$ cat config.mk
export PLATFORM = sky130hd
export DESIGN_NAME = cdb_arbiter_flat
export DESIGN_NICKNAME = d
export VERILOG_FILES = /design/src/rtl/cdb_arbiter_if.sv /design/src/rtl/cdb_arbiter.sv /design/src/flat_wrapper.sv
export SDC_FILE = /design/constraint.sdc
export NUM_CORES = 1
export LEC_CHECK = 0
export ABC_AREA = 1
export BUFFER_PORTS_ARGS = -buffer_cell sky130_fd_sc_hd__buf_2
export CAP_MARGIN = 30
export CELL_PAD_IN_SITES_DETAIL_PLACEMENT = 0
export CELL_PAD_IN_SITES_GLOBAL_PLACEMENT = 2
export CORE_AREA = 8 8 173 175
export CTS_CLUSTER_DIAMETER = 60
export DETAILED_ROUTE_END_ITERATION = 10
export DIE_AREA = 0 0 181 183
export PLACE_DENSITY_LB_ADDON = 0.1
export SETUP_SLACK_MARGIN = 0.4
export SLEW_MARGIN = 10
export SYNTH_ARGS = -nofsm -noshare
export SYNTH_HDL_FRONTEND = slang
export SYNTH_SLANG_ARGS = --single-unit
$ cat constraint.sdc
create_clock -name clk -period 2.4 [get_ports clk]
set_input_delay 0 -clock clk [delete_from_list [all_inputs] [get_ports clk]]
set_output_delay 0 -clock clk [all_outputs]
set_load 0.03 [all_outputs]
$ cat src/rtl/cdb_arbiter_if.sv
// Result-bus interface between the functional-unit requesters, the CDB arbiter
// and the commit stage. The arbiter uses the slave view; the requester/commit side uses master.
interface cdb_arbiter_if #(
  parameter int NREQ = 3
);
  // Commit-stage redirect
  logic                 flush_i;

  // Requester side
  logic [NREQ-1:0]      req_valid_i;
  logic [NREQ-1:0]      req_ready_o;
  logic [5*NREQ-1:0]    req_regaddr_i;
  logic [5*NREQ-1:0]    req_id_i;
  logic [32*NREQ-1:0]   req_data_i;
  logic [32*NREQ-1:0]   req_pc_i;
  logic [2*NREQ-1:0]    req_branch_tag_i;
  logic [NREQ-1:0]      req_cond_i;

  // Registered output stage towards commit
  logic                 en_o;
  logic [4:0]           regaddr_o;
  logic [4:0]           id_o;
  logic [31:0]          data_o;
  logic [31:0]          pc_o;
  logic [1:0]           branch_tag_o;
  logic                 cond_o;
  logic [1:0]           grant_idx_o;

  modport master (
    output flush_i, req_valid_i, req_regaddr_i, req_id_i, req_data_i,
           req_pc_i, req_branch_tag_i, req_cond_i,
    input  req_ready_o, en_o, regaddr_o, id_o, data_o, pc_o,
           branch_tag_o, cond_o, grant_idx_o
  );

  modport slave (
    input  flush_i, req_valid_i, req_regaddr_i, req_id_i, req_data_i,
           req_pc_i, req_branch_tag_i, req_cond_i,
    output req_ready_o, en_o, regaddr_o, id_o, data_o, pc_o,
           branch_tag_o, cond_o, grant_idx_o
  );
endinterface

$ cat src/rtl/cdb_arbiter.sv
// Round-robin result-bus arbiter with branch priority and a starvation guard,
// feeding a one-entry registered output stage into the commit stage.
module cdb_arbiter #(
  parameter int NREQ     = 3,
  parameter int MAX_WAIT = 4
) (
  input  logic         clk,
  input  logic         rst,
  cdb_arbiter_if.slave bus
);
  localparam int IW = (NREQ > 1) ? $clog2(NREQ) : 1;
  localparam int CW = $clog2(MAX_WAIT + 1);

  typedef logic [IW-1:0] idx_t;
  typedef logic [CW-1:0] cnt_t;

  typedef struct packed {
    logic [4:0]  regaddr;
    logic [4:0]  id;
    logic [31:0] data;
    logic [31:0] pc;
    logic [1:0]  branch_tag;
    logic        cond;
  } result_t;

  idx_t       ptr_q, ptr_d;
  cnt_t       wait_q [NREQ];
  cnt_t       wait_d [NREQ];
  result_t    out_q, out_d;
  logic       en_q, en_d;
  logic [1:0] grant_idx_q, grant_idx_d;

  idx_t            rot_idx [NREQ];
  logic [NREQ-1:0] is_branch;
  logic            starve_hit, branch_hit, any_hit;
  idx_t            starve_idx, branch_idx, any_idx;
  logic            grant_valid, grant_fire;
  idx_t            grant_idx;

  // (p + k) mod NREQ without a divider; p < NREQ and k < NREQ.
  function automatic idx_t rot(input idx_t p, input int k);
    logic [IW:0] s;
    s = {1'b0, p} + (IW+1)'(k);
    if (s >= (IW+1)'(NREQ)) s = s - (IW+1)'(NREQ);
    return s[IW-1:0];
  endfunction

  always_comb begin
    for (int k = 0; k < NREQ; k++) begin
      rot_idx[k]   = rot(ptr_q, k);
      is_branch[k] = |bus.req_branch_tag_i[2*k +: 2];
    end
  end

  // NOTE: every comb output gets a default first, so no path leaves it unassigned (no latch).
  always_comb begin
    starve_hit = 1'b0;
    starve_idx = '0;
    branch_hit = 1'b0;
    branch_idx = '0;
    any_hit    = 1'b0;
    any_idx    = '0;
    // Descending scans: the last hit written is the lowest index / nearest to ptr.
    for (int i = NREQ - 1; i >= 0; i--) begin
      if (bus.req_valid_i[i] && (wait_q[i] == cnt_t'(MAX_WAIT))) begin
        starve_hit = 1'b1;
        starve_idx = idx_t'(i);
      end
    end
    for (int k = NREQ - 1; k >= 0; k--) begin
      if (bus.req_valid_i[rot_idx[k]] && is_branch[rot_idx[k]]) begin
        branch_hit = 1'b1;
        branch_idx = rot_idx[k];
      end
      if (bus.req_valid_i[rot_idx[k]]) begin
        any_hit = 1'b1;
        any_idx = rot_idx[k];
      end
    end
  end

  always_comb begin
    grant_valid = starve_hit | branch_hit | any_hit;
    if (starve_hit)      grant_idx = starve_idx;
    else if (branch_hit) grant_idx = branch_idx;
    else                 grant_idx = any_idx;
    // Reset and redirect both suppress any transfer in the current cycle.
    grant_fire = grant_valid && !rst && !bus.flush_i;
  end

  assign bus.req_ready_o = grant_fire ? (NREQ'(1) << grant_idx) : '0;

  always_comb begin
    en_d        = grant_fire;
    out_d       = '0;
    grant_idx_d = '0;
    ptr_d       = ptr_q;
    if (grant_fire) begin
      out_d.regaddr    = bus.req_regaddr_i[5*int'(grant_idx) +: 5];
      out_d.id         = bus.req_id_i[5*int'(grant_idx) +: 5];
      out_d.data       = bus.req_data_i[32*int'(grant_idx) +: 32];
      out_d.pc         = bus.req_pc_i[32*int'(grant_idx) +: 32];
      out_d.branch_tag = bus.req_branch_tag_i[2*int'(grant_idx) +: 2];
      out_d.cond       = bus.req_cond_i[grant_idx];
      grant_idx_d      = 2'(grant_idx);
      ptr_d            = (grant_idx == idx_t'(NREQ - 1)) ? '0 : grant_idx + idx_t'(1);
    end
  end

  always_comb begin
    for (int i = 0; i < NREQ; i++) begin
      if (bus.flush_i || !bus.req_valid_i[i] || (grant_fire && (grant_idx == idx_t'(i))))
        wait_d[i] = '0;
      else if (wait_q[i] < cnt_t'(MAX_WAIT))
        wait_d[i] = wait_q[i] + cnt_t'(1);
      else
        wait_d[i] = wait_q[i];
    end
  end

  // NOTE: sequential state uses non-blocking assignments so every register samples pre-edge values.
  always_ff @(posedge clk) begin
    if (rst) begin
      en_q        <= 1'b0;
      out_q       <= '0;
      grant_idx_q <= '0;
      ptr_q       <= '0;
      for (int i = 0; i < NREQ; i++) wait_q[i] <= '0;
    end else begin
      en_q        <= en_d;
      out_q       <= out_d;
      grant_idx_q <= grant_idx_d;
      ptr_q       <= ptr_d;
      for (int i = 0; i < NREQ; i++) wait_q[i] <= wait_d[i];
    end
  end

  assign bus.en_o         = en_q;
  assign bus.regaddr_o    = out_q.regaddr;
  assign bus.id_o         = out_q.id;
  assign bus.data_o       = out_q.data;
  assign bus.pc_o         = out_q.pc;
  assign bus.branch_tag_o = out_q.branch_tag;
  assign bus.cond_o       = out_q.cond;
  assign bus.grant_idx_o  = grant_idx_q;
endmodule

$ cat src/flat_wrapper.sv
// flat-port wrapper written by rule: the top's interface ports become plain ports
module cdb_arbiter_flat 
#(
  parameter int NREQ     = 3,
  parameter int MAX_WAIT = 4
)
  (clk, rst, bus_flush_i, bus_req_valid_i, bus_req_regaddr_i, bus_req_id_i, bus_req_data_i, bus_req_pc_i, bus_req_branch_tag_i, bus_req_cond_i, bus_req_ready_o, bus_en_o, bus_regaddr_o, bus_id_o, bus_data_o, bus_pc_o, bus_branch_tag_o, bus_cond_o, bus_grant_idx_o);
  cdb_arbiter_if #(.NREQ(NREQ)) bus_i ();
  input  logic clk;
  input  logic rst;
  input wire logic [$bits(bus_i.flush_i)-1:0] bus_flush_i;
  input wire logic [$bits(bus_i.req_valid_i)-1:0] bus_req_valid_i;
  input wire logic [$bits(bus_i.req_regaddr_i)-1:0] bus_req_regaddr_i;
  input wire logic [$bits(bus_i.req_id_i)-1:0] bus_req_id_i;
  input wire logic [$bits(bus_i.req_data_i)-1:0] bus_req_data_i;
  input wire logic [$bits(bus_i.req_pc_i)-1:0] bus_req_pc_i;
  input wire logic [$bits(bus_i.req_branch_tag_i)-1:0] bus_req_branch_tag_i;
  input wire logic [$bits(bus_i.req_cond_i)-1:0] bus_req_cond_i;
  output wire logic [$bits(bus_i.req_ready_o)-1:0] bus_req_ready_o;
  output wire logic [$bits(bus_i.en_o)-1:0] bus_en_o;
  output wire logic [$bits(bus_i.regaddr_o)-1:0] bus_regaddr_o;
  output wire logic [$bits(bus_i.id_o)-1:0] bus_id_o;
  output wire logic [$bits(bus_i.data_o)-1:0] bus_data_o;
  output wire logic [$bits(bus_i.pc_o)-1:0] bus_pc_o;
  output wire logic [$bits(bus_i.branch_tag_o)-1:0] bus_branch_tag_o;
  output wire logic [$bits(bus_i.cond_o)-1:0] bus_cond_o;
  output wire logic [$bits(bus_i.grant_idx_o)-1:0] bus_grant_idx_o;
  assign bus_i.flush_i = bus_flush_i;
  assign bus_i.req_valid_i = bus_req_valid_i;
  assign bus_i.req_regaddr_i = bus_req_regaddr_i;
  assign bus_i.req_id_i = bus_req_id_i;
  assign bus_i.req_data_i = bus_req_data_i;
  assign bus_i.req_pc_i = bus_req_pc_i;
  assign bus_i.req_branch_tag_i = bus_req_branch_tag_i;
  assign bus_i.req_cond_i = bus_req_cond_i;
  assign bus_req_ready_o = bus_i.req_ready_o;
  assign bus_en_o = bus_i.en_o;
  assign bus_regaddr_o = bus_i.regaddr_o;
  assign bus_id_o = bus_i.id_o;
  assign bus_data_o = bus_i.data_o;
  assign bus_pc_o = bus_i.pc_o;
  assign bus_branch_tag_o = bus_i.branch_tag_o;
  assign bus_cond_o = bus_i.cond_o;
  assign bus_grant_idx_o = bus_i.grant_idx_o;
  cdb_arbiter #(.NREQ(NREQ), .MAX_WAIT(MAX_WAIT)) u_core (.clk(clk), .rst(rst), .bus(bus_i));
endmodule
==> flow_metrics.env <==
export IMPL_tritoncts_num_sinks=91
export IMPL_ys_ff_latch=91
export IMPL_cts_root_to_sink_buffers=2
export IMPL_maxCapViolCount=0
export IMPL_path_max_fanout=7
export IMPL_start_util_pct=18.5
export IMPL_syn_nets=1016
export IMPL_area_sequential_sq_um=1830
export IMPL_timing_hold_worst_path_depth=4
export IMPL_cts_buffers_inserted=9
export IMPL_final_min_clock_period_ns=2.40
export IMPL_comb_power_share_pct=66.1
export IMPL_grt_pass1_wl_mm=42.1
export IMPL_outcome="complete, no violations"
export IMPL_arrival_ns=2.65
export IMPL_crit_required_ns=2.66
export IMPL_cp_start_kind="register"
export IMPL_fin_cells=1724
export IMPL_via_per_inst=4.12
export IMPL_drt_pre_antenna_iters=4
export IMPL_dr_wl_cell_microns=17.7
export IMPL_area_growth_syn_to_layout_pct=121
export IMPL_multiInputGateArea_sq_um=3020
export IMPL_drive_gt1_share_pct=36.8
export IMPL_layout_common_cells="316 x buf_2, 261 x nand2_1, 233 x dlygate4sd3_1"
export IMPL_antenna_left=0
export IMPL_post_route_period_util_pct=99.9
export IMPL_grt_overflow=0
export IMPL_power_per_cell_area_nw_per_um2=952
export IMPL_cts_tree="built"
export IMPL_netlist_area_sq_um=5060
export IMPL_die_width_microns=181
export IMPL_floorplan_die_height_microns=183
export IMPL_share_seq_of_total_power_pct=19.6
export IMPL_power_switching_uw=4850
export IMPL_core_rowCount=61
export IMPL_place_inst=1422
export IMPL_ios=320
export IMPL_cts_root_buf="clkbuf_16"
export IMPL_dp_final_hpwl_mm=18.8
export IMPL_hold_viol_final=0
export IMPL_final_common_cell="buf_2"
export IMPL_routed_via_count=7105
export IMPL_grtUsageTotal_pct=16.0
export IMPL_critPathTopFamily="simple AND/OR/NAND/NOR gates"
export IMPL_standard_cell_with_the_maximum_stage_delay_on_the_critical_path="dfxtp_4"
export IMPL_synthDistinctLibCells=27
export IMPL_grt_pass1_vias=7581
export IMPL_postSynth_topFlopCell="dfxtp_1"
export IMPL_rr_worst_depth=17
export IMPL_postSynth_asyncResetShare_pct=0
export IMPL_power_static_leakage_uw=0.00575
export IMPL_relative_contribution_of_the_clock_network_to_total_power_pct=14.3
export IMPL_worst_path_largest_cell_delay_ns=0.37
export IMPL_kind_of_capture_point_of_the_worst_setup_path="register"
export IMPL_critical_path_cell_chain="inv_4, ha_4, nand2_4, buf_6, nand3_4, nor2_4, nor2_4, nand2_1, nand3_2, nand4_1, nand2_2, nor2_4, buf_12, clkbuf_16, clkbuf_16, nand2_1, nand2_1"
export IMPL_peak_freq_mhz=417
export IMPL_floorplan_die_area_sq_um=33100
export IMPL_worst_ir_drop_vdd_mv=0.579
export IMPL_worst_hold_path_type="in -> reg"
export IMPL_power_switching_fraction_pct=45.7
export IMPL_clock_h_tree_levels=3
export IMPL_postSynthCellCount=769
export IMPL_slew_headroom_pct=68.0
export IMPL_timing_setup_critical_path_class="reg -> reg"
export IMPL_worstSetupPathDepth=17
export IMPL_gp_congestion=0.773
export IMPL_synth_edf_count=0
export IMPL_yosys_warnings=0
export IMPL_finalCoreUtilization_pct=40.9
export IMPL_drt_initial_drc_count=219
export IMPL_synthesis_area_per_instance_sq_um=6.57
export IMPL_critical_path_buf_inv_count=5
export IMPL_remaining_drc_errors=0
export IMPL_core_sq_um=27300
export IMPL_synth_seq_area_share_pct=36.0
export IMPL_fin_tns_setup_ns=0
export IMPL_finalNetCount=1619
export IMPL_wl_mm=30.5
export IMPL_clock_latency_ns=0.36
export IMPL_timing_worst_slew_pin_value_ns=0.479
export IMPL_port_buffers=319
export IMPL_final_setup_viol_count=0
export IMPL_slew_violations=0
export IMPL_total_of_fill_cells_in_the_finished_design=2845
export IMPL_maximum_number_of_pins_on_one_net_before_global_route_repair=48
export IMPL_p_int_uw=5770
export IMPL_grt_setup_unrepaired="true"
export IMPL_antenna_found_initial=1
export IMPL_path_clk_slew_ns=0.08
export IMPL_fin_worst_skew_ns=0.0128
-- per-layer routing --
| layer | global-route usage (%) | wire length [microns] | vias to the layer above |
|---|---|---|---|
| met3 | 4.27 | 1710 | 29 |
| met1 | 18.5 | 13300 | 3250 |
| li1 | - | - | 3596 |
| met4 | 4.10 | 592 | 0 |
| met2 | 28.8 | 14900 | 230 |
| met5 | 0 | 0 | - |
-- cells by family after synthesis --
| logic type | count (synthesis) | share of synthesized area (%) |
|---|---|---|
| adders and majority gates | 10 | 2.47 |
| DFF | 91 | 36.0 |
| AOI/OAI and AO/OA | 13 | 1.44 |
| xor gates and xnor gates | 3 | 0.520 |
| buffers and inverters | 145 | 12.7 |
| and+or+nand+nor | 507 | 46.8 |
-- power groups by stage --
stage | Combinational [uW] | Clock (uW) | Sequential, uW
2_1_floorplan | 2350 | 0 | 3000
3_3_place_gp | 4940 | 0 | 2110
3_5_place_dp | 4890 | 0 | 2110
4_1_cts | 5620 | 1580 | 2080
5_1_grt | 7620 | 1640 | 2130
6_report | 7030 | 1520 | 2080
-- cell type report --
cell class / count / share of cell area [%]
Antenna cell: 1 / 0.0224
Clock buffer: 11 / 2.08
Clock inverter: 5 / 0.549
Inverter: 104 / 3.74
Multi-Input combinational cell: 533 / 27.0
Sequential cell: 91 / 16.4
Tap cell: 346 / 3.88
Timing Repair Buffer: 632 / 46.2
Timing Repair inverter: 1 / 0.0785
-- metrics by stage --
| step | total power (uW) | area, sq um | hold WS (ns) | worst slack, ns |
|---|---|---|---|---|
| after floorplan | 5350 | 5170 | 0.0650 | 0.327 |
| after global placement | 7040 | 7260 | 0.198 | -0.0316 |
| after detailed placement | 7000 | 7260 | 0.197 | 0.0185 |
| after CTS | 9290 | 10200 | 0.0118 | 0.0513 |
| after global routing | 11400 | 11200 | 0.0807 | -0.132 |
| final | 10600 | 11200 | 0.0535 | 0.00304 |
-- path summary, 6_finish.rpt --
check | from | slack, ns | to
max | u_core.ptr_q[0] | 0.003 | u_core.bus.data_o[25]
min | bus_flush_i | 0.05 | u_core.wait_q[0][8]
max reg2reg | u_core.ptr_q[0] | 0.003 | u_core.bus.data_o[25]
min reg2reg | u_core.ptr_q[1] | 0.53 | u_core.ptr_q[1]
-- worst register-to-register path: cells and delay by family (launching register included) --
kind / cells / cell delay [ns]
adders and majority gates: 1 / 0.32
buffers and inverters: 5 / 0.63
DFF: 1 / 0.37
and+or+nand+nor: 11 / 0.99
-- sequential cells by signal, indices dropped and copies added, names as in the netlist --
| register | flops |
|---|---|
| u_core.bus.regaddr_o | 5 |
| u_core.bus.grant_idx_o | 2 |
| u_core.bus.data_o | 32 |
| u_core.wait_q | 9 |
| u_core.bus.pc_o | 32 |
| u_core.bus.id_o | 5 |
| u_core.bus.en_o | 1 |
| u_core.bus.branch_tag_o | 2 |
| u_core.ptr_q | 2 |
| u_core.bus.cond_o | 1 |
-- Yosys cell counts (5+ instances only) --
master / n / area (sq um)
buf_2: 19 / 95.1
buf_4: 9 / 67.6
buf_6: 5 / 56.3
clkbuf_1: 8 / 30.0
dfxtp_1: 91 / 1820
ha_1: 10 / 125
inv_1: 98 / 368
nand2_1: 287 / 1080
nand3_1: 97 / 485
nand3b_1: 77 / 578
nor2_1: 30 / 113
o21ai_0: 7 / 35.0
-- what timing repair did --
action	4_1_cts	5_1_grt
hold buffers	233	0
buffers inserted	18	10
gates cloned	2	22
resized for setup	45	89
setup endpoints to repair	93	93
pin swaps	20	36
hold endpoints to repair	82	0
Power figures use the tool's default switching activity.
